## src/rtl/seq_divider_nxn.sv

```systemverilog
// Multi-cycle unsigned restoring divider, one quotient bit per clock under start/done.
// done/results appear N+1 edges after start is accepted (1 edge for divide-by-zero); start is ignored while running.
module seq_divider_nxn #(
  parameter int N = 8
) (
  input  logic         clk,
  input  logic         reset_n,
  input  logic         start,
  input  logic [N-1:0] dividend,
  input  logic [N-1:0] divisor,
  output logic         busy,
  output logic         done,
  output logic [N-1:0] quotient,
  output logic [N-1:0] remainder,
  output logic         div_by_zero
);

  localparam int CW = $clog2(N);

  typedef enum logic [1:0] {IDLE, RUN, DONE} state_t;

  state_t        state, state_nxt;
  logic [N:0]    acc, acc_step, shifted, trial;
  logic [N-1:0]  q_reg, q_step, d_reg;
  logic [CW-1:0] count;
  logic          dbz;
  logic          last_step;

  assign last_step = (count == CW'(N - 1));

  // One restoring step: shift {acc,Q} left, keep the trial difference only if it did not borrow.
  always_comb begin
    shifted  = {acc[N-1:0], q_reg[N-1]};
    trial    = shifted - {1'b0, d_reg};
    acc_step = trial[N] ? shifted : trial;
    q_step   = {q_reg[N-2:0], ~trial[N]};
  end

  always_ff @(posedge clk or negedge reset_n) begin
    if (!reset_n) state <= IDLE;
    else          state <= state_nxt;
  end

  always_comb begin
    state_nxt = state;
    case (state)
      IDLE:    if (start) state_nxt = (divisor == '0) ? DONE : RUN;
      RUN:     if (last_step) state_nxt = DONE;
      DONE:    state_nxt = IDLE;
      default: state_nxt = IDLE;
    endcase
  end

  always_ff @(posedge clk or negedge reset_n) begin
    if (!reset_n) begin
      acc         <= '0;
      q_reg       <= '0;
      d_reg       <= '0;
      count       <= '0;
      dbz         <= 1'b0;
      busy        <= 1'b0;
      done        <= 1'b0;
      quotient    <= '0;
      remainder   <= '0;
      div_by_zero <= 1'b0;
    end else begin
      done <= (state == DONE);
      // busy stays up through the cycle in which done is presented.
      busy <= (state_nxt != IDLE) || (state == DONE);
      case (state)
        IDLE: begin
          if (start) begin
            q_reg <= dividend;
            d_reg <= divisor;
            acc   <= '0;
            count <= '0;
            dbz   <= (divisor == '0);
          end
        end
        RUN: begin
          acc   <= acc_step;
          q_reg <= q_step;
          count <= count + CW'(1);
        end
        DONE: begin
          // On divide-by-zero q_reg still holds the untouched dividend.
          quotient    <= dbz ? {N{1'b1}} : q_reg;
          remainder   <= dbz ? q_reg : acc[N-1:0];
          div_by_zero <= dbz;
        end
        default: ;
      endcase
    end
  end

endmodule

```

## config.mk

```make
export PLATFORM = sky130hd
export DESIGN_NAME = seq_divider_nxn
export DESIGN_NICKNAME = d
export VERILOG_FILES = /design/src/rtl/seq_divider_nxn.sv
export SDC_FILE = /design/constraint.sdc
export NUM_CORES = 1
export LEC_CHECK = 0
export CAP_MARGIN = 20
export CELL_PAD_IN_SITES_DETAIL_PLACEMENT = 0
export CELL_PAD_IN_SITES_GLOBAL_PLACEMENT = 1
export CORE_AREA = 5 5 98 63
export CTS_CLUSTER_SIZE = 8
export DETAILED_ROUTE_END_ITERATION = 8
export DIE_AREA = 0 0 103 68
export DONT_BUFFER_PORTS = 1
export PLACE_DENSITY_LB_ADDON = 0.12
export SLEW_MARGIN = 20
export SYNTH_ARGS = -nofsm -noshare
export SYNTH_HDL_FRONTEND = slang
export SYNTH_SLANG_ARGS = --single-unit
export TNS_END_PERCENT = 1
```

## constraint.sdc

```tcl
create_clock -name clk -period 2.9 [get_ports clk]
set_input_delay 0.29 -clock clk [delete_from_list [all_inputs] [get_ports clk]]
set_output_delay 0.29 -clock clk [all_outputs]
set_load 0.01 [all_outputs]
```

======== Word-level counts from Yosys, hierarchy flattened ========
Cells that the tools add are included.
cells by class
  reductions and logical operators ........ 7
  $add $sub $neg .......................... 2
  multiplexer cells ....................... 13
  equality and inequality tests ........... 4
  bitwise logic cells ..................... 1
operators with widths
  operator                                                               number
  8-bit 2-to-1 mux                                                       5
  8-bit case mux with 2 select lines                                     2
  9-bit by 8-bit subtractor with 9-bit output                            1
  8-bit zero test                                                        1
  2-bit 2-to-1 mux                                                       3
  3-bit case mux with 2 select lines                                     1
  2-bit case mux with 2 select lines                                     1
  2-bit AND reduction                                                    2
  2-bit nonzero test                                                     2
  3-bit by 1-bit adder with 3-bit output, second input constant          1
  3-bit equality test, second input constant                             1
  3-bit 2-to-1 mux                                                       1
  2-bit by 1-bit equality test with 1-bit output, second input constant  1
  2-bit equality test, second input constant                             1
  2-bit zero test                                                        1
  2-bit inequality test, second input constant                           1
  1-bit logical OR                                                       1
  1-bit NOT                                                              1
word-level totals
  output and inout port bits .............. 19
  register bits ........................... 49
  bits of input ports ..................... 19
  logic and storage cells ................. 38

======== Depth between registers and ports, before layout ========
  depth after elaboration ................. 6
  mapped depth ............................ 10
  mapped depth without buffers ............ 9

======== Worst setup path before layout ========
OpenSTA, ideal clock, no wires.
  kind .................................... register -> register
  from .................................... register q_reg[7]
  to ...................................... register acc[7]
  period minus slack after synthesis ...... 2.193 ns
  path buffers ............................ 1
  required time ........................... 2.767 ns
  data arrival time ....................... 2.060 ns
  slack ................................... 0.707 ns
  library setup time ...................... 0.133 ns
  stages on the path, launching flop included .. 11
  cells stage by stage .................... dfrtp_1 inv_1 ha_1 fa_1 nor2b_2 o2111ai_2 a32oi_2 xnor2_2 buf_6 a32oi_1 o31ai_1
between the ends
  cells in the longest elaborated chain, start to end .. 3
ends and longest elaborated chain
  item                                         RTL line  RTL
  start: declaration                           24        logic [N-1:0] q_reg, q_step, d_reg;
  start signal: assignment                     73        q_reg <= dividend;
  start signal: assignment                     82        q_reg <= q_step;
  9-bit by 8-bit subtractor with 9-bit output  34        trial = shifted - {1'b0, d_reg};
  8-bit 2-to-1 mux                             35        acc_step = trial[N] ? shifted : trial;
  8-bit case mux with 2 select lines           70        case (state)
  end signal: assignment                       81        acc <= acc_step;
  end: declaration                             23        logic [N:0] acc, acc_step, shifted, trial;
No other way between the ends.
A chain may end at the register's enable or synchronous reset.

======== Final worst setup path ========
  from .................................... register q_reg[7]
  to ...................................... register acc[2]
The elaborated chain is that of the path after synthesis.

==> flow_metrics.tcl <==
set metrics [dict create \
    outcome "finished clean" \
    final_worst_path_period_need_ns 2.47 \
    timing.critical_path.slowest_stage_cell "sky130_fd_sc_hd__fa_1" \
    post_cts_resized 0 \
    cts_root_buf "sky130_fd_sc_hd__clkbuf_8" \
    syn-mean-instance-area_sq_um 9.82 \
    synth_area_sq_um 2420 \
    synth_seq_cells 49 \
    globalplace.congestion 0.806 \
    start_kind "register" \
    drive_above_1_share_pct 8.23 \
    first_global_vias 1641 \
    peakVddDrop_v 0.000434 \
    share_of_the_yosys_chip_area_belonging_to_registers_pct 50.8 \
    worst_hold_slack_ns 0.0974 \
    slew-limit-headroom_pct 38.6 \
    slew_viol_final 0 \
    dp_hpwl_um 3650 \
    utilization_pct 49.3 \
    nNetsFinal 272 \
    timing.critical_path.from "q_reg[7]$_DFFE_PN0P_" \
    async_set_or_reset_flop_fraction_in_the_synthesized_netlist_pct 100 \
    grt_antenna_before_repair 0 \
    die_y_um 68 \
    detailedRoute.firstIterationViolations 78 \
    avgViaCountPerCell 5.34 \
    fmaxAchievable_ghz 0.405 \
    total_number_of_vias 1665 \
    synth.net_count 276 \
    static-leakage-power_nw 1.13 \
    grt_start_max_net_pins 50 \
    timing.critical_path.arrival_ns 2.64 \
    tritoncts "built" \
    finalWirelength_um 5150 \
    cts.path.max_buffers 2 \
    setup_total_negative_slack_ns 0 \
    worst_slew_pin_slew_ns 0.918 \
    pre_cts_ws_ns 0.448 \
    design.core.area_sq_um 5310 \
    max_stage_delay_ns 0.41 \
    design.die.area_sq_um 7000 \
    htreeDepth 2 \
    design_area_sq_um 2620 \
    ant_nets 0 \
    post-route-drc-count 0 \
    critical_path_class "reg -> reg" \
    report.final.setup_viol 0 \
    overall_fraction_of_global_route_tracks_in_use_pct 16.2 \
    crit-reg2reg-capture "acc[2]$_DFFE_PN0P_" \
    timing.critical_path.fanout_max 16 \
    worst_slack_setup_final_ns 0.433 \
    fin_worst_skew_ns 0.00385 \
    yosys.area.top_type "sky130_fd_sc_hd__dfrtp_1" \
    critPathCaptureType "register" \
    r2r_path_start "q_reg[7]$_DFFE_PN0P_" \
    grt-ovfl-total 0 \
    count_of_different_cell_masters_after_synthesis 36 \
    number_of_buffers_inserted_by_hold_repair_at_cts 2 \
    n_antenna_cell 0 \
    timing.reg2reg.worst_path_depth 9 \
    synth-main-ff-cell "sky130_fd_sc_hd__dfrtp_1" \
    floorplan.io_pins 38 \
    grt_pass1_wl_um 8530 \
    most_frequent_cell_after_synthesis "sky130_fd_sc_hd__dfrtp_1" \
    grt_setup_unrepaired "false" \
    syn_inst 246 \
    rrSetupSlack_ns 0.43 \
    power-per-cell-area_nw_per_um2 1220 \
    critPathRequiredTime_ns 3.08 \
    clock_sinks 49 \
    post_dp_cell_area_sq_um 2450 \
    detail_route.wl_per_cell_um 16.5 \
    yosys-top-cells-count "sky130_fd_sc_hd__dfrtp_1 (49), sky130_fd_sc_hd__nand2_1 (46), sky130_fd_sc_hd__o21ai_0 (40)" \
    share_of_the_clock_period_used_by_the_worst_path_after_layout_pct 85.1 \
    synth_top_area_share_pct 50.8 \
    drt-pass1-iter-count 5 \
    fillCellCount 519 \
    portBuffers 0 \
    worstSetupEndpoint "acc[2]$_DFFE_PN0P_" \
    syn2layout_area_growth_pct 8.23 \
    hp-class "in -> reg" \
    cts_setup_buffers 0 \
    synth_top_cells_by_area "sky130_fd_sc_hd__dfrtp_1 (51%), sky130_fd_sc_hd__o21ai_0 (8.3%), sky130_fd_sc_hd__nand2_1 (7.1%)" \
    drv_cap 0 \
    die_w_um 103 \
    clk-insertion-delay-late_ns 0.30 \
    timing.critical_path.cells "inv_1 -> ha_1 -> fa_1 -> nor2b_2 -> o2111ai_2 -> a32oi_2 -> xnor2_2 -> mux2i_1 -> o21ai_0" \
    synth_enable_flop_cells 0 \
    initial_util_pct 45.5 \
    clkTransAtPathRegs_ns 0.09 \
    cts_buffers 5 \
    rows 21 \
    timing_hold_violations_final 0 \
    ys_warn_count 0 \
]
[area by class of cell]
type | instances | area (sq um) | share of cell area [%]
tap | 69 | 86.3 | 3.30
clock inverter | 2 | 37.5 | 1.44
sequential | 49 | 1230 | 46.9
inverter | 12 | 45.0 | 1.72
clock buffer | 6 | 82.6 | 3.16
multi-input combinational | 170 | 1080 | 41.5
timing repair buffer | 4 | 52.6 | 2.01
[metal layers]
layer  wire length, um  share of wire, %  up-vias  global-route usage (%)
met5                 0                 0        -                       0
met4                69               1.3        0                    5.33
met3               252               4.9        6                    4.38
met2              2050                40       31                    22.1
met1              2780                54      791                    24.6
li1                  -                 -      837                       -
[cells in the final DEF (no fill, tap or decap), types with 2 or more instances in the layout]
master	Yosys	final
sky130_fd_sc_hd__a21oi_1	2	2
sky130_fd_sc_hd__a22o_1	2	2
sky130_fd_sc_hd__a31oi_1	2	2
sky130_fd_sc_hd__buf_4	0	2
sky130_fd_sc_hd__clkbuf_8	0	6
sky130_fd_sc_hd__dfrtp_1	49	49
sky130_fd_sc_hd__ha_1	10	10
sky130_fd_sc_hd__inv_1	12	12
sky130_fd_sc_hd__mux2i_1	15	15
sky130_fd_sc_hd__nand2_1	46	46
sky130_fd_sc_hd__nand2b_1	4	3
sky130_fd_sc_hd__nand3_1	6	6
sky130_fd_sc_hd__nor2_1	11	11
sky130_fd_sc_hd__nor2b_1	2	2
sky130_fd_sc_hd__nor3_1	2	2
sky130_fd_sc_hd__o21ai_0	40	40
sky130_fd_sc_hd__o311ai_0	5	5
sky130_fd_sc_hd__or4_1	2	2
sky130_fd_sc_hd__xnor2_1	4	4
sky130_fd_sc_hd__xor2_1	2	2
[worst max-delay path: cells and delay by family (launching register included)]
family / cells / cell delay, ns
adder cells (fa/ha/maj): 2 / 0.63
AO/OA/AOI/OAI: 3 / 0.47
flip-flops: 1 / 0.40
XOR/XNOR: 1 / 0.32
multiplexers: 1 / 0.24
AND/OR/NAND/NOR: 1 / 0.19
buffers and inverters: 1 / 0.08
[cells by family (layout without fill, tap and decap cells)]
group | Yosys count | count (layout) | synth area share, %
compound gates | 60 | 60 | 15.4
xor+xnor | 7 | 7 | 2.85
fa+ha+maj | 11 | 11 | 6.01
buf+inv | 27 | 24 | 4.66
flops | 49 | 49 | 50.8
mux | 16 | 16 | 6.68
simple gates | 76 | 76 | 13.6
[per-stage QoR]
stage          power, W  instances
6_report        0.00319        312
5_1_grt         0.00348        312
4_1_cts         0.00322        312
3_5_place_dp    0.00267        302
3_3_place_gp    0.00267        302
2_1_floorplan   0.00239        246
[report_power, final]
part	switching, W	leakage, nW	internal [W]	total, W
clock	0.000236	0.0574	0.000281	0.000517
sequential	0.000285	0.631	0.000975	0.00126
combinational	0.000799	0.443	0.000615	0.00141
total	0.00132	1.13	0.00187	0.00319
[worst min path at each step]
stage | depth (start not counted) | endpoint | start | slack (ns)
global placement | 0 | d_reg[2]$_DFFE_PN0P_ | reset_n | -0.004
detailed placement | 0 | d_reg[2]$_DFFE_PN0P_ | reset_n | -0.004
global route | 2 | d_reg[1]$_DFFE_PN0P_ | divisor[1] | 0.10
CTS | 2 | d_reg[3]$_DFFE_PN0P_ | divisor[3] | 0.09
finish | 2 | d_reg[3]$_DFFE_PN0P_ | divisor[3] | 0.1
floorplan | 0 | acc[0]$_DFFE_PN0P_ | reset_n | -0.006
(Power assumes the default switching activity.)
